File: src/rtl/relock_pkg.sv
// rtl/relock_pkg.sv - shared state encodings and default configuration for the relock controller
package relock_pkg;

    typedef enum logic [1:0] {
        ST_LOCKED   = 2'b00,
        ST_UNLOCKED = 2'b01,
        ST_SETTLING = 2'b10,
        ST_ILLEGAL  = 2'b11
    } relock_state_e;

    localparam int LOSTCNT_W = 8;

    localparam int LO_DEF_C    = 'h2000;
    localparam int HI_DEF_C    = 'h2800;
    localparam int SWMIN_DEF_C = 'h1800;
    localparam int SWMAX_DEF_C = 'h5400;
    localparam int STEP_DEF_C  = 'h80;

endpackage

File: src/rtl/relock_channel.sv
// rtl/relock_channel.sv - one lock channel: compare pipeline, lock FSM, settle counter, sweep and config
module relock_channel
    import relock_pkg::*;
#(
    parameter int              W          = 16,
    parameter int              FRAC       = 16,
    parameter int              SETTLE_CYC = 100000000,
    parameter logic [W-1:0]    LO_DEF     = W'(LO_DEF_C),
    parameter logic [W-1:0]    HI_DEF     = W'(HI_DEF_C),
    parameter logic [W-1:0]    SWMIN_DEF  = W'(SWMIN_DEF_C),
    parameter logic [W-1:0]    SWMAX_DEF  = W'(SWMAX_DEF_C),
    parameter logic [W+FRAC-1:0] STEP_DEF = (W+FRAC)'(STEP_DEF_C)
) (
    input  logic                        clk_i,
    input  logic                        rstn_i,
    input  logic signed [W-1:0]         trans_i,
    input  logic                        cfg_we_i,
    input  logic signed [W-1:0]         cfg_lo_i,
    input  logic signed [W-1:0]         cfg_hi_i,
    input  logic signed [W-1:0]         cfg_swmin_i,
    input  logic signed [W-1:0]         cfg_swmax_i,
    input  logic [W+FRAC-1:0]           cfg_step_i,
    output logic                        servo_on_o,
    output logic [1:0]                  state_o,
    output logic signed [W-1:0]         sweep_o,
    output logic [LOSTCNT_W-1:0]        lostcnt_o
);

    localparam int AW    = W + FRAC;
    localparam int EW    = AW + 1;
    localparam int CNT_W = (SETTLE_CYC > 1) ? $clog2(SETTLE_CYC) : 1;
    localparam logic [CNT_W-1:0] CNT_LAST = CNT_W'(SETTLE_CYC - 1);

    logic signed [W-1:0]    trans_q;
    logic                   below_q, above_q;
    logic signed [W-1:0]    lo_q, hi_q, swmin_q, swmax_q;
    logic [AW-1:0]          step_q;
    relock_state_e          state_q, state_d;
    logic [CNT_W-1:0]       cnt_q, cnt_d;
    logic [LOSTCNT_W-1:0]   lost_q, lost_d;
    logic signed [AW-1:0]   acc_q, acc_d;
    logic                   dir_up_q, dir_up_d;
    logic signed [EW-1:0]   acc_e, min_e, max_e, step_e, sum_e, diff_e;

    // Input sample register, registered threshold compare and config registers.
    always_ff @(posedge clk_i) begin
        if (!rstn_i) begin
            trans_q <= '0;
            below_q <= 1'b0;
            above_q <= 1'b0;
            lo_q    <= LO_DEF;
            hi_q    <= HI_DEF;
            swmin_q <= SWMIN_DEF;
            swmax_q <= SWMAX_DEF;
            step_q  <= STEP_DEF;
        end else begin
            trans_q <= trans_i;
            below_q <= (trans_q < lo_q);
            above_q <= (trans_q >= hi_q);
            if (cfg_we_i) begin
                lo_q    <= cfg_lo_i;
                hi_q    <= cfg_hi_i;
                swmin_q <= cfg_swmin_i;
                swmax_q <= cfg_swmax_i;
                step_q  <= cfg_step_i;
            end
        end
    end

    // Lock state, settle counter, loss counter and sweep accumulator.
    always_ff @(posedge clk_i) begin
        if (!rstn_i) begin
            state_q  <= ST_UNLOCKED;
            cnt_q    <= '0;
            lost_q   <= '0;
            acc_q    <= {SWMIN_DEF, {FRAC{1'b0}}};
            dir_up_q <= 1'b1;
        end else begin
            state_q  <= state_d;
            cnt_q    <= cnt_d;
            lost_q   <= lost_d;
            acc_q    <= acc_d;
            dir_up_q <= dir_up_d;
        end
    end

    // Lock FSM next state: unlock on below, start settling on above, lock after the settle window.
    always_comb begin
        state_d = state_q;
        cnt_d   = cnt_q;
        lost_d  = lost_q;
        case (state_q)
            ST_LOCKED: begin
                if (below_q) begin
                    state_d = ST_UNLOCKED;
                    if (lost_q != {LOSTCNT_W{1'b1}}) begin
                        lost_d = lost_q + 1'b1;
                    end
                end
            end
            ST_UNLOCKED: begin
                if (above_q) begin
                    state_d = ST_SETTLING;
                    cnt_d   = '0;
                end
            end
            ST_SETTLING: begin
                if (below_q) begin
                    state_d = ST_UNLOCKED;
                end else if (cnt_q == CNT_LAST) begin
                    state_d = ST_LOCKED;
                end else begin
                    cnt_d = cnt_q + 1'b1;
                end
            end
            default: state_d = ST_UNLOCKED;
        endcase
    end

    // Triangular sweep, one extra bit of headroom so neither the step nor the limits can wrap.
    always_comb begin
        acc_e    = {acc_q[AW-1], acc_q};
        min_e    = {swmin_q[W-1], swmin_q, {FRAC{1'b0}}};
        max_e    = {swmax_q[W-1], swmax_q, {FRAC{1'b0}}};
        step_e   = {1'b0, step_q};
        sum_e    = acc_e + step_e;
        diff_e   = acc_e - step_e;
        acc_d    = acc_q;
        dir_up_d = dir_up_q;
        if (state_q == ST_UNLOCKED) begin
            if (acc_e > max_e) begin
                acc_d    = max_e[AW-1:0];
                dir_up_d = 1'b0;
            end else if (acc_e < min_e) begin
                acc_d    = min_e[AW-1:0];
                dir_up_d = 1'b1;
            end else if (dir_up_q) begin
                if (sum_e >= max_e) begin
                    acc_d    = max_e[AW-1:0];
                    dir_up_d = 1'b0;
                end else begin
                    acc_d = sum_e[AW-1:0];
                end
            end else begin
                if (diff_e <= min_e) begin
                    acc_d    = min_e[AW-1:0];
                    dir_up_d = 1'b1;
                end else begin
                    acc_d = diff_e[AW-1:0];
                end
            end
        end
    end

    assign state_o    = state_q;
    assign servo_on_o = (state_q == ST_LOCKED) || (state_q == ST_SETTLING);
    assign sweep_o    = acc_q[AW-1:FRAC];
    assign lostcnt_o  = lost_q;

endmodule

File: src/rtl/multi_relock_ctrl.sv
// rtl/multi_relock_ctrl.sv - multi-channel relock controller top: cfg decode, error pulse, output packing
module multi_relock_ctrl
    import relock_pkg::*;
#(
    parameter int              NCH        = 2,
    parameter int              W          = 16,
    parameter int              FRAC       = 16,
    parameter int              SETTLE_CYC = 100000000,
    parameter logic [W-1:0]    LO_DEF     = W'(LO_DEF_C),
    parameter logic [W-1:0]    HI_DEF     = W'(HI_DEF_C),
    parameter logic [W-1:0]    SWMIN_DEF  = W'(SWMIN_DEF_C),
    parameter logic [W-1:0]    SWMAX_DEF  = W'(SWMAX_DEF_C),
    parameter logic [W+FRAC-1:0] STEP_DEF = (W+FRAC)'(STEP_DEF_C),
    localparam int             CH_W       = (NCH > 1) ? $clog2(NCH) : 1
) (
    input  logic                        clk_in,
    input  logic                        rst_in,
    input  logic [NCH*W-1:0]            trans_in,
    input  logic                        cfg_load_in,
    input  logic [CH_W-1:0]             cfg_ch_in,
    input  logic [W-1:0]                cfg_lo_in,
    input  logic [W-1:0]                cfg_hi_in,
    input  logic [W-1:0]                cfg_swmin_in,
    input  logic [W-1:0]                cfg_swmax_in,
    input  logic [W+FRAC-1:0]           cfg_step_in,
    output logic                        cfg_err_out,
    output logic [NCH-1:0]              servo_on_out,
    output logic [NCH*2-1:0]            state_out,
    output logic [NCH*W-1:0]            sweep_out,
    output logic [NCH*LOSTCNT_W-1:0]    lostcnt_out
);

    logic [31:0] ch_ext;
    logic        cfg_bad;
    logic        load_ok;
    logic        cfg_err_q, cfg_err_d;

    // A load is refused for an out-of-range channel or inverted threshold/sweep limits.
    always_comb begin
        ch_ext    = 32'(cfg_ch_in);
        cfg_bad   = (ch_ext >= 32'(NCH))
                 || ($signed(cfg_swmin_in) > $signed(cfg_swmax_in))
                 || ($signed(cfg_lo_in) > $signed(cfg_hi_in));
        load_ok   = cfg_load_in && !cfg_bad;
        cfg_err_d = cfg_load_in && cfg_bad;
    end

    // Rejection is reported as a single-cycle pulse after the offending load.
    always_ff @(posedge clk_in) begin
        if (!rst_in) begin
            cfg_err_q <= 1'b0;
        end else begin
            cfg_err_q <= cfg_err_d;
        end
    end

    assign cfg_err_out = cfg_err_q;

    for (genvar k = 0; k < NCH; k++) begin : g_ch
        relock_channel #(
            .W          (W),
            .FRAC       (FRAC),
            .SETTLE_CYC (SETTLE_CYC),
            .LO_DEF     (LO_DEF),
            .HI_DEF     (HI_DEF),
            .SWMIN_DEF  (SWMIN_DEF),
            .SWMAX_DEF  (SWMAX_DEF),
            .STEP_DEF   (STEP_DEF)
        ) u_ch (
            .clk_i       (clk_in),
            .rstn_i      (rst_in),
            .trans_i     (trans_in[k*W +: W]),
            .cfg_we_i    (load_ok && (ch_ext == 32'(k))),
            .cfg_lo_i    (cfg_lo_in),
            .cfg_hi_i    (cfg_hi_in),
            .cfg_swmin_i (cfg_swmin_in),
            .cfg_swmax_i (cfg_swmax_in),
            .cfg_step_i  (cfg_step_in),
            .servo_on_o  (servo_on_out[k]),
            .state_o     (state_out[k*2 +: 2]),
            .sweep_o     (sweep_out[k*W +: W]),
            .lostcnt_o   (lostcnt_out[k*LOSTCNT_W +: LOSTCNT_W])
        );
    end

endmodule
File: config.mk
export PLATFORM = sky130hd
export DESIGN_NAME = multi_relock_ctrl
export DESIGN_NICKNAME = d
export VERILOG_FILES = /design/src/rtl/relock_pkg.sv /design/src/rtl/relock_channel.sv /design/src/rtl/multi_relock_ctrl.sv
export SDC_FILE = /design/constraint.sdc
export NUM_CORES = 1
export LEC_CHECK = 0
export CAP_MARGIN = 20
export CORE_AREA = 8 8 240 242
export DETAILED_ROUTE_END_ITERATION = 12
export DIE_AREA = 0 0 248 250
export PLACE_DENSITY = 0.76
export SLEW_MARGIN = 40
export SYNTH_ARGS = -nofsm -noshare
export SYNTH_HDL_FRONTEND = slang
export SYNTH_SLANG_ARGS = --single-unit
File: constraint.sdc
create_clock -name clk_in -period 7.92 [get_ports clk_in]
set_clock_uncertainty 0.2 [all_clocks]
set_input_delay 1.584 -clock clk_in [delete_from_list [all_inputs] [get_ports clk_in]]
set_output_delay 1.584 -clock clk_in [all_outputs]
set_load 0.01 [all_outputs]
# Word level (Yosys, flattened, before mapping)
# Index checks and enable logic that the tools add are counted.
dict set report totals {
  ram_bits 0
  romBits 0
  n_memories 0
  regBits 369
  output_inout_bits 55
  latchBits 0
  word_cells 124
  inputBits 132
}
dict set report op_classes {
  reduce_logical 19
  n_eq_ne 18
  magnitude_cmp 14
  div_mod_pow 0
  n_bitwise 0
  addsub 8
  mul 0
  shifts 0
  muxes 38
}
# operator n
set op_table {}
lappend op_table {{$mux W32} 10}
lappend op_table {{$mux W27} 6}
lappend op_table {{$pmux W27 S2} 2}
lappend op_table {{$add A32 B33 Y33} 2}
lappend op_table {{$ge A33 B32 Y1} 2}
lappend op_table {{$le A33 B32 Y1} 2}
lappend op_table {{$sub A32 B33 Y33} 2}
lappend op_table {{$gt A32 B32 Y1} 2}
lappend op_table {{$lt A32 B32 Y1} 2}
lappend op_table {{$add A27 B1 Y27 const B} 2}
lappend op_table {{$eq A27 B27 Y1 const B} 2}
lappend op_table {{$ge A16 B16 Y1} 2}
lappend op_table {{$gt A16 B16 Y1} 2}
lappend op_table {{$logic_not A32 Y1} 1}
lappend op_table {{$lt A16 B16 Y1} 2}
lappend op_table {{$add A8 B1 Y8 const B} 2}
lappend op_table {{$mux W2} 8}
lappend op_table {{$ne A8 B8 Y1 const B} 2}
lappend op_table {{$pmux W2 S3} 2}
lappend op_table {{$reduce_and A3 Y1} 4}
lappend op_table {{$mux W1} 10}
lappend op_table {{$ne A2 B1 Y1 const B} 4}
lappend op_table {{$ne A2 B2 Y1 const B} 4}
lappend op_table {{$reduce_and A4 Y1} 2}
lappend op_table {{8 further kinds} 18}

# Longest topological paths before layout
# Gate-level depths: netlist of the first run.
dict set report logic_depth {
  ltp_word 6
  ltp_mapped 28
}

# By module
# From an unflattened synthesis of the first run, not the netlist that was laid out.
dict set report hier_totals {
  cells_unflattened 3469
  hier_area_um2 28240.8
}
# module area_each_um2 cells_per_inst n_inst
set by_module_without_submodules {}
lappend by_module_without_submodules {{relock_channel at g_ch[1].u_ch} 13725.7 1678 1}
lappend by_module_without_submodules {{relock_channel at g_ch[0].u_ch} 13631.8 1667 1}
lappend by_module_without_submodules {multi_relock_ctrl 883.3 124 1}

# Least setup slack after synthesis of the first run
# OpenSTA, ideal clock, no wires.
dict set report synth_path {
  path_kind {flip-flop to flip-flop}
  from {register g_ch[1].u_ch.acc_q[0]}
  to {register g_ch[1].u_ch.acc_q[28]}
  stages_incl_launch_ff 26
  arrival_ns 5.338
  path_slack_ns 2.262
  cell_sequence {dfxtp_1 -> inv_1 -> ha_1 -> inv_1 -> fa_1 -> a211o_1 -> a211o_1 -> nand3_1 -> a2111oi_2 -> o31a_1 -> o211ai_1 -> a21oi_2 -> a211oi_1 -> o21ai_0 -> xnor2_1 -> ha_1 -> nand4_1 -> a221oi_1 -> nand4_1 -> a211o_1 -> a2111oi_2 -> o2111a_1 -> a31oi_4 -> o21a_4 -> o221a_1 -> a211o_1}
}
dict set report synth_via {
  elab_chain_cells 6
  word_cells_on_any_way 11
  cone_classes {add/sub (2); order compare (4); mux (5)}
}
# element line_no
set synth_rtl {}
lappend synth_rtl {{start, declared} relock_channel.sv:41} ;# logic signed [AW-1:0] acc_q, acc_d;
lappend synth_rtl {{start signal, assigned} relock_channel.sv:76} ;# acc_q <= {SWMIN_DEF, {FRAC{1'b0}}};
lappend synth_rtl {{$sub A32 B33 Y33 / $add A32 B33 Y33 (equally long branches)} {relock_channel.sv:127, relock_channel.sv:126}}
lappend synth_rtl {{$le A33 B32 Y1 / $ge A33 B32 Y1 (equally long branches)} {relock_channel.sv:145, relock_channel.sv:138}}
lappend synth_rtl {{$mux W32 (on tied branches)} {relock_channel.sv:145, relock_channel.sv:138}}
lappend synth_rtl {{$mux W32} relock_channel.sv:137} ;# end else if (dir_up_q) begin
lappend synth_rtl {{$mux W32} relock_channel.sv:134} ;# end else if (acc_e < min_e) begin
lappend synth_rtl {{$mux W32 (*)} relock_channel.sv:131} ;# if (acc_e > max_e) begin
# Every way passes the cells marked *; elsewhere a longest branch is shown, timed or not.
# A chain may end at the register's enable or synchronous reset.

# Worst setup path after layout of the first run
dict set report layout_path {
  from {register g_ch[1].u_ch.acc_q[0]}
  to {register g_ch[1].u_ch.acc_q[27]}
}
# Same word-level chain as after synthesis.

==> impl_metrics.yaml, run 1 <==
pwr:
  finalPower_mw: 11.0
  power.leakage_nw: 13.0
  powerDensity_nw_per_um2: 349
  peakVddDrop_mv: 0.203
timing:
  final_max_slew_viol_count: 0
  whs_ns: 0.272
  max_freq_ghz: 0.137
  setup_slack_ns: 0.630
  max-slew-margin-rel_pct: 41.0
  finalHoldViolCount: 0
  setup_viol: 0
  tightestPinTransition_ns: 0.863
  tns_ns: 0
  fin_crit_sh_pct: 92.0
  fin_crit_ns: 7.29
  rsz0062_at_grt: "false"
detailed_routing:
  drtAntennaViolNets: 0
  drc: 0
  routedWlPerCell_um: 21.2
  vias: 26900
  detail_route.first_pass.iterations: 8
  viasPerCell: 6.16
  drt-total-wl_mm: 92.3
  drt_iter0_drc: 2914
worst_setup_path:
  path_max_fanout: 13
  cpPeakStageDelay_ns: 0.55
  worstPathArrival_ns: 7.61
  slowest_stage: "nand3_1"
  start_kind: "flip-flop"
  required_ns: 8.24
  reg2reg_depth: 26
  critPathCaptureType: "flip-flop"
  r2r_slack_ns: 0.63
  worstReg2RegEnd: "g_ch[1].u_ch.acc_q[27]$_SDFFE_PN1N_"
  cp_common_cell: "a211o_1"
  cp_top_family: "compound AO/OA/AOI/OAI gates"
  critPathKind: "flip-flop to flip-flop"
  crit_buf_inv: 2
  reg2reg_from: "g_ch[1].u_ch.acc_q[0]$_SDFFE_PN0N_"
hold_path:
  min_from: "g_ch[0].u_ch.lo_q[5]$_SDFFE_PN0P_"
  hold_path_depth: 2
  hold_end: "g_ch[0].u_ch.lo_q[5]$_SDFFE_PN0P_"
  hp-class: "flip-flop to flip-flop"
placement:
  gp_congestion: 1.01
  pre_cts_ws_ns: 0.766
  hpwl_mm: 70.7
  port_buffers: 186
synthesis:
  syn_avg_cell_area_um2: 7.81
  synthCells: 3594
  synth_fp_nets: 4086
  synthTopCellsByArea: "dfxtp_1 26%, ha_1 16%, o21ai_0 5.1%"
  ys_warn_count: 0
  synth_common_cells: "369 x dfxtp_1, 356 x ha_1, 314 x inv_1"
  ys_async_sr_fraction_pct: 0
  synth_top_area_share_pct: 26.3
  synth_top_area_cell: "dfxtp_1"
  synth.yosys.seq_area_share_pct: 26.3
  synth_edf_count: 0
  ys.flop_type: "dfxtp_1"
  syn_area_um2: 28100
  synth-seq-cells: 369
  ys_types: 105
  synth_most_common_cell: "dfxtp_1"
grt:
  first_global_vias: 25100
  grt_usage_pct: 28.5
  overflow: 0
  antenna_found_initial: 8
  grt_start_max_net_pins: 235
  grt_pass1_wl_mm: 141
clock_network:
  clk_latency_ns: 0.57
  cts_num_sinks: 369
  cts_buffer_depth: 3
  cts_resized: 0
  cts_hold_buf: 0
  clk_pin_slew_worst_paths_ns: 0.07
  numCtsBuffers: 42
  cts_tree: "built"
  cts_setup_buffers: 0
  root_buffer: "clkbuf_16"
  h-tree-depth: 2
die:
  die_width_um: 248
  std_cell_rows: 85
  start_util_pct: 52.5
  dieArea_um2: 62000
  core-area_um2: 53500
  io_pins: 187
  die_y_um: 250
cells_and_area:
  drive_gt1_share_pct: 4.56
  area_growth_syn_to_layout_pct: 12.4
  utilization_pct: 59.0
  fill_cells: 4894
  final_nets: 4122
outcome:
  status: "finished, final reports clean"
flow_run:
  maxCapViolCount: 0
==> kinds of logic after synthesis <==
group                    Yosys count  share of synthesized area [%]
AO/OA/AOI/OAI                    979                           23.5
XOR/XNOR                         145                           4.52
adder cells (fa/ha/maj)          360                           16.1
buffers and inverters            536                           7.90
flip-flops                       369                           26.3
multiplexers                      25                          0.922
AND/OR/NAND/NOR                 1180                           20.7
==> per-stage QoR <==
| stage | instance area (µm²) | instances |
|---|---|---|
| finish | 31600 | 4364 |
| global route | 31600 | 4358 |
| CTS | 31500 | 4357 |
| detailed placement | 30100 | 4281 |
| global placement | 30000 | 4279 |
| floorplan | 28100 | 3594 |
==> metal layers <==
layer / global-route usage [%] / routed length [µm] / up-vias
li1: - / - / 12900
met4: 13.9 / 5080 / 6
met1: 35.9 / 37800 / 12400
met3: 5.86 / 8410 / 304
met2: 45.9 / 41000 / 1223
met5: 0 / 34 / -
==> power breakdown <==
| part | total [mW] | switching [mW] | internal [mW] |
|---|---|---|---|
| registers | 2.26 | 0.263 | 2.00 |
| logic | 6.66 | 4.10 | 2.56 |
| clock network | 2.09 | 0.830 | 1.26 |
| total | 11.0 | 5.19 | 5.82 |
==> sequential cells by signal (all words and copies together), names as in the netlist <==
register	count
g_ch.u_ch.dir_up_q	2
g_ch.u_ch.trans_q	32
g_ch.u_ch.lo_q	32
g_ch.u_ch.swmax_q	32
g_ch.u_ch.state_o	4
cfg_err_out	1
g_ch.u_ch.lostcnt_o	16
g_ch.u_ch.step_q	64
g_ch.u_ch.swmin_q	32
g_ch.u_ch.hi_q	32
g_ch.u_ch.acc_q	64
g_ch.u_ch.below_q	2
g_ch.u_ch.above_q	2
g_ch.u_ch.cnt_q	54
==> final cells by class <==
| class | instances | area (µm²) | share of cell area (%) |
|---|---|---|---|
| multi-input cells | 2689 | 18600 | 58.8 |
| clock buffers | 56 | 1190 | 3.78 |
| well taps | 696 | 871 | 2.76 |
| repair buffers | 209 | 2070 | 6.57 |
| flip-flops and latches | 369 | 7390 | 23.4 |
| diodes | 6 | 15.0 | 0.0476 |
| clock inverters | 20 | 279 | 0.884 |
| inverters | 319 | 1200 | 3.79 |
==> worst max-delay path by stage <==
stage	from	endpoint	slack, ns	cells past startpoint
floorplan	g_ch[1].u_ch.acc_q[0]$_SDFFE_PN0N_	g_ch[1].u_ch.acc_q[28]$_SDFFE_PN1N_	2.26	25
global placement	g_ch[1].u_ch.acc_q[0]$_SDFFE_PN0N_	g_ch[1].u_ch.acc_q[27]$_SDFFE_PN1N_	0.86	26
detailed placement	g_ch[1].u_ch.acc_q[0]$_SDFFE_PN0N_	g_ch[1].u_ch.acc_q[27]$_SDFFE_PN1N_	0.77	26
CTS	g_ch[1].u_ch.acc_q[0]$_SDFFE_PN0N_	g_ch[1].u_ch.acc_q[27]$_SDFFE_PN1N_	0.68	26
global route	g_ch[1].u_ch.step_q[11]$_SDFFE_PN0P_	g_ch[1].u_ch.acc_q[26]$_SDFFE_PN0N_	0.24	23
finish	g_ch[1].u_ch.acc_q[0]$_SDFFE_PN0N_	g_ch[1].u_ch.acc_q[27]$_SDFFE_PN1N_	0.63	26
==> cells in the final DEF, fill, tap and decap left out, types with 18 or more instances in the layout <==
| cell | netlist | final |
|---|---|---|
| dfxtp_1 | 369 | 368 |
| ha_1 | 356 | 356 |
| inv_1 | 314 | 314 |
| nand2_1 | 294 | 292 |
| o21ai_0 | 287 | 285 |
| nand3_1 | 248 | 248 |
| nor2_1 | 242 | 241 |
| clkdlybuf4s50_1 | 0 | 185 |
| a21oi_1 | 159 | 159 |
| xnor2_1 | 90 | 90 |
| a21o_1 | 74 | 74 |
| nor3_1 | 57 | 56 |
| xor2_1 | 55 | 55 |
| nand4_1 | 50 | 50 |
| nor2b_1 | 46 | 46 |
| and2_1 | 44 | 44 |
| o211ai_1 | 44 | 44 |
| clkbuf_16 | 0 | 43 |
| nand2b_1 | 38 | 37 |
| o21a_1 | 37 | 37 |
| o21ai_1 | 32 | 34 |
| o221ai_1 | 33 | 33 |
| or3_1 | 33 | 33 |
| o31ai_1 | 27 | 27 |
| and3_1 | 26 | 26 |
| nor4_1 | 26 | 25 |
| a211oi_1 | 26 | 25 |
| o21bai_1 | 22 | 22 |
| o22ai_1 | 20 | 20 |
| a31oi_1 | 19 | 19 |
| a211o_1 | 18 | 18 |
| mux2i_1 | 18 | 18 |
==> worst min-delay path: stages, from the launching register on <==
cell and delay, ns:
dfxtp_1 0.31, nand3_1 0.05, o21ai_0 0.06
Note: power is estimated with default switching activity, not from simulation.
==> run 2, diff against run 1 <==
CORE_AREA = 8 8 226 228   (was 8 8 240 242)
DIE_AREA = 0 0 234 236   (was 0 0 248 250)
PLACE_DENSITY = 0.84   (was 0.76)
==> impl_metrics.yaml, run 2 (synthesized netlist as in run 1, its figures left out) <==
outcome:
  status: "finished, final reports clean"
clock_network:
  root_buffer: "clkbuf_16"
  numCtsBuffers: 42
  clk_latency_ns: 0.57
  clk_pin_slew_worst_paths_ns: 0.06
  cts_setup_buffers: 0
  cts_hold_buf: 0
  cts_resized: 0
  cts_buffer_depth: 3
  h-tree-depth: 2
  cts_num_sinks: 369
  cts_tree: "built"
cells_and_area:
  layout_common_cells: "368 x dfxtp_1, 356 x ha_1, 314 x inv_1"
  reg.largest.list: "g_ch.u_ch.acc_q (64), g_ch.u_ch.step_q (64), g_ch.u_ch.cnt_q (54)"
  drive_gt1_share_pct: 4.30
  seq_area_um2: 7390
  utilization_pct: 66.1
  final_common_cell: "dfxtp_1"
  area_growth_syn_to_layout_pct: 11.4
  fill_cells: 4041
  final_nets: 4116
  multi_input_area_um2: 18500
  stdcell_area_um2: 31300
worst_setup_path:
  cp_top_family: "compound AO/OA/AOI/OAI gates"
  path_max_fanout: 13
  start_kind: "flip-flop"
  critPathCaptureType: "flip-flop"
  required_ns: 8.22
  crit_buf_inv: 2
  crit_chain: "inv_1 -> ha_1 -> inv_2 -> o31ai_2 -> nand3_1 -> a2111oi_2 -> o31a_1 -> o211ai_1 -> a21oi_2 -> nor2_1 -> a311o_1 -> ha_1 -> nand4_1 -> nor3_1 -> nand4_1 -> a211o_1 -> a2111oi_2 -> o2111a_1 -> a31oi_4 -> nand3_1 -> o22ai_1 -> o31ai_1 -> o31a_1"
  cpPeakStageDelay_ns: 0.57
  critPathKind: "flip-flop to flip-flop"
  slowest_stage: "ha_1"
  worstPathArrival_ns: 7.37
timing:
  rsz0062_at_grt: "false"
  fin_crit_sh_pct: 89.2
  max_freq_ghz: 0.142
  setup_viol: 0
  max-slew-margin-rel_pct: 38.6
  finalHoldViolCount: 0
  fin_crit_ns: 7.07
  tightestPinTransition_ns: 0.921
  tns_ns: 0
  final_max_slew_viol_count: 0
grt:
  grt_pass1_wl_mm: 141
  first_global_vias: 25600
  antenna_found_initial: 5
  grt_usage_pct: 31.8
  overflow: 0
  grt_start_max_net_pins: 181
placement:
  place_area_um2: 29900
  gp_congestion: 1.03
  port_buffers: 186
  hpwl_mm: 70.1
pwr:
  power_frac_comb_pct: 61.2
  finalPower_mw: 10.8
  clockPowerShare_pct: 17.9
  seqPwrFrac_pct: 21.0
  p_sw_share_pct: 47.6
  peakVddDrop_mv: 0.255
  power.leakage_nw: 12.9
  powerDensity_nw_per_um2: 345
  p_int_mw: 5.66
  p_switching_mw: 5.14
detailed_routing:
  drt-total-wl_mm: 91.0
  viasPerCell: 6.36
  top_layer: "met5"
  routedWlPerCell_um: 21.3
  m1WireLength_mm: 36.4
  routed-wl-met3_mm: 8.64
  drc: 0
  dr_wl_met2_mm: 39.8
  vias: 27200
  drtAntennaViolNets: 0
  drt_iter0_drc: 2804
  detail_route.first_pass.iterations: 6
die:
  dieArea_um2: 55200
  core-area_um2: 47300
  io_pins: 187
  die_y_um: 236
  die_width_um: 234
  start_util_pct: 59.3
  std_cell_rows: 80
flow_run:
  maxCapViolCount: 0
hold_path:
  hp-class: "flip-flop to flip-flop"
run 2: changes by cell type in the layout (fill, tap and decap cells not counted), sizes merged:
cell      previous run  this run
clkinvlp             1         4
clkinv              11         9
clkbuf              56        60
diode                6         1
buf                 24        18
inv                321       320
bufinv               6         1
run 2: area by class of cell:
| class | count | share of cell area (%) |
|---|---|---|
| antenna | 1 | 0.00800 |
| clock buffer | 60 | 3.93 |
| clock inverter | 15 | 0.412 |
| inverter | 319 | 3.83 |
| multi-input combinational | 2689 | 59.3 |
| sequential | 369 | 23.6 |
| tap | 615 | 2.46 |
| timing repair buffer | 203 | 6.47 |
run 2: metal layers:
| layer | GRT usage, % | vias to the layer above |
|---|---|---|
| met5 | 0 | - |
| met4 | 18.8 | 6 |
| met3 | 5.81 | 334 |
| met2 | 49.9 | 1370 |
| met1 | 40.2 | 12600 |
| li1 | - | 12900 |
run 2: stage by stage:
stage	hold WS (ns)	setup slack, ns	cells
floorplan	0.244	2.26	3594
finish	0.272	0.854	4271
detailed placement	0.263	1.08	4193
CTS	0.275	1.02	4268
global placement	0.255	1.19	4192
global route	0.293	0.521	4270
run 2: worst paths after layout:
kind / slack, ns / cells past startpoint / to / from
hold reg to reg: 0.27 / 2 / g_ch[0].u_ch.hi_q[3]$_SDFFE_PN0P_ / g_ch[0].u_ch.hi_q[3]$_SDFFE_PN0P_
setup reg to reg: 0.85 / 23 / g_ch[1].u_ch.acc_q[27]$_SDFFE_PN1N_ / g_ch[1].u_ch.step_q[6]$_SDFFE_PN0P_
setup / recovery: 0.85 / 23 / g_ch[1].u_ch.acc_q[27]$_SDFFE_PN1N_ / g_ch[1].u_ch.step_q[6]$_SDFFE_PN0P_
hold / removal: 0.27 / 2 / g_ch[0].u_ch.hi_q[3]$_SDFFE_PN0P_ / g_ch[0].u_ch.hi_q[3]$_SDFFE_PN0P_
run 2: worst reg2reg max path, stage by stage (launching register included):
cell and delay [ns]:
dfxtp_1 0.36, inv_1 0.05, ha_1 0.57, inv_2 0.18, o31ai_2 0.49, nand3_1 0.22
a2111oi_2 0.50, o31a_1 0.26, o211ai_1 0.17, a21oi_2 0.26, nor2_1 0.08, a311o_1 0.40
ha_1 0.33, nand4_1 0.14, nor3_1 0.47, nand4_1 0.15, a211o_1 0.26, a2111oi_2 0.40
o2111a_1 0.30, a31oi_4 0.19, nand3_1 0.46, o22ai_1 0.17, o31ai_1 0.22, o31a_1 0.17
run 2: power by group through the flow:
stage	clock [mW]	combinational (mW)	sequential [mW]
final	1.93	6.61	2.26
after global routing	2.02	7.13	2.28
after CTS	1.95	6.36	2.26
after detailed placement	0	6.31	2.30
after global placement	0	6.25	2.29
after floorplan	0	4.72	2.18
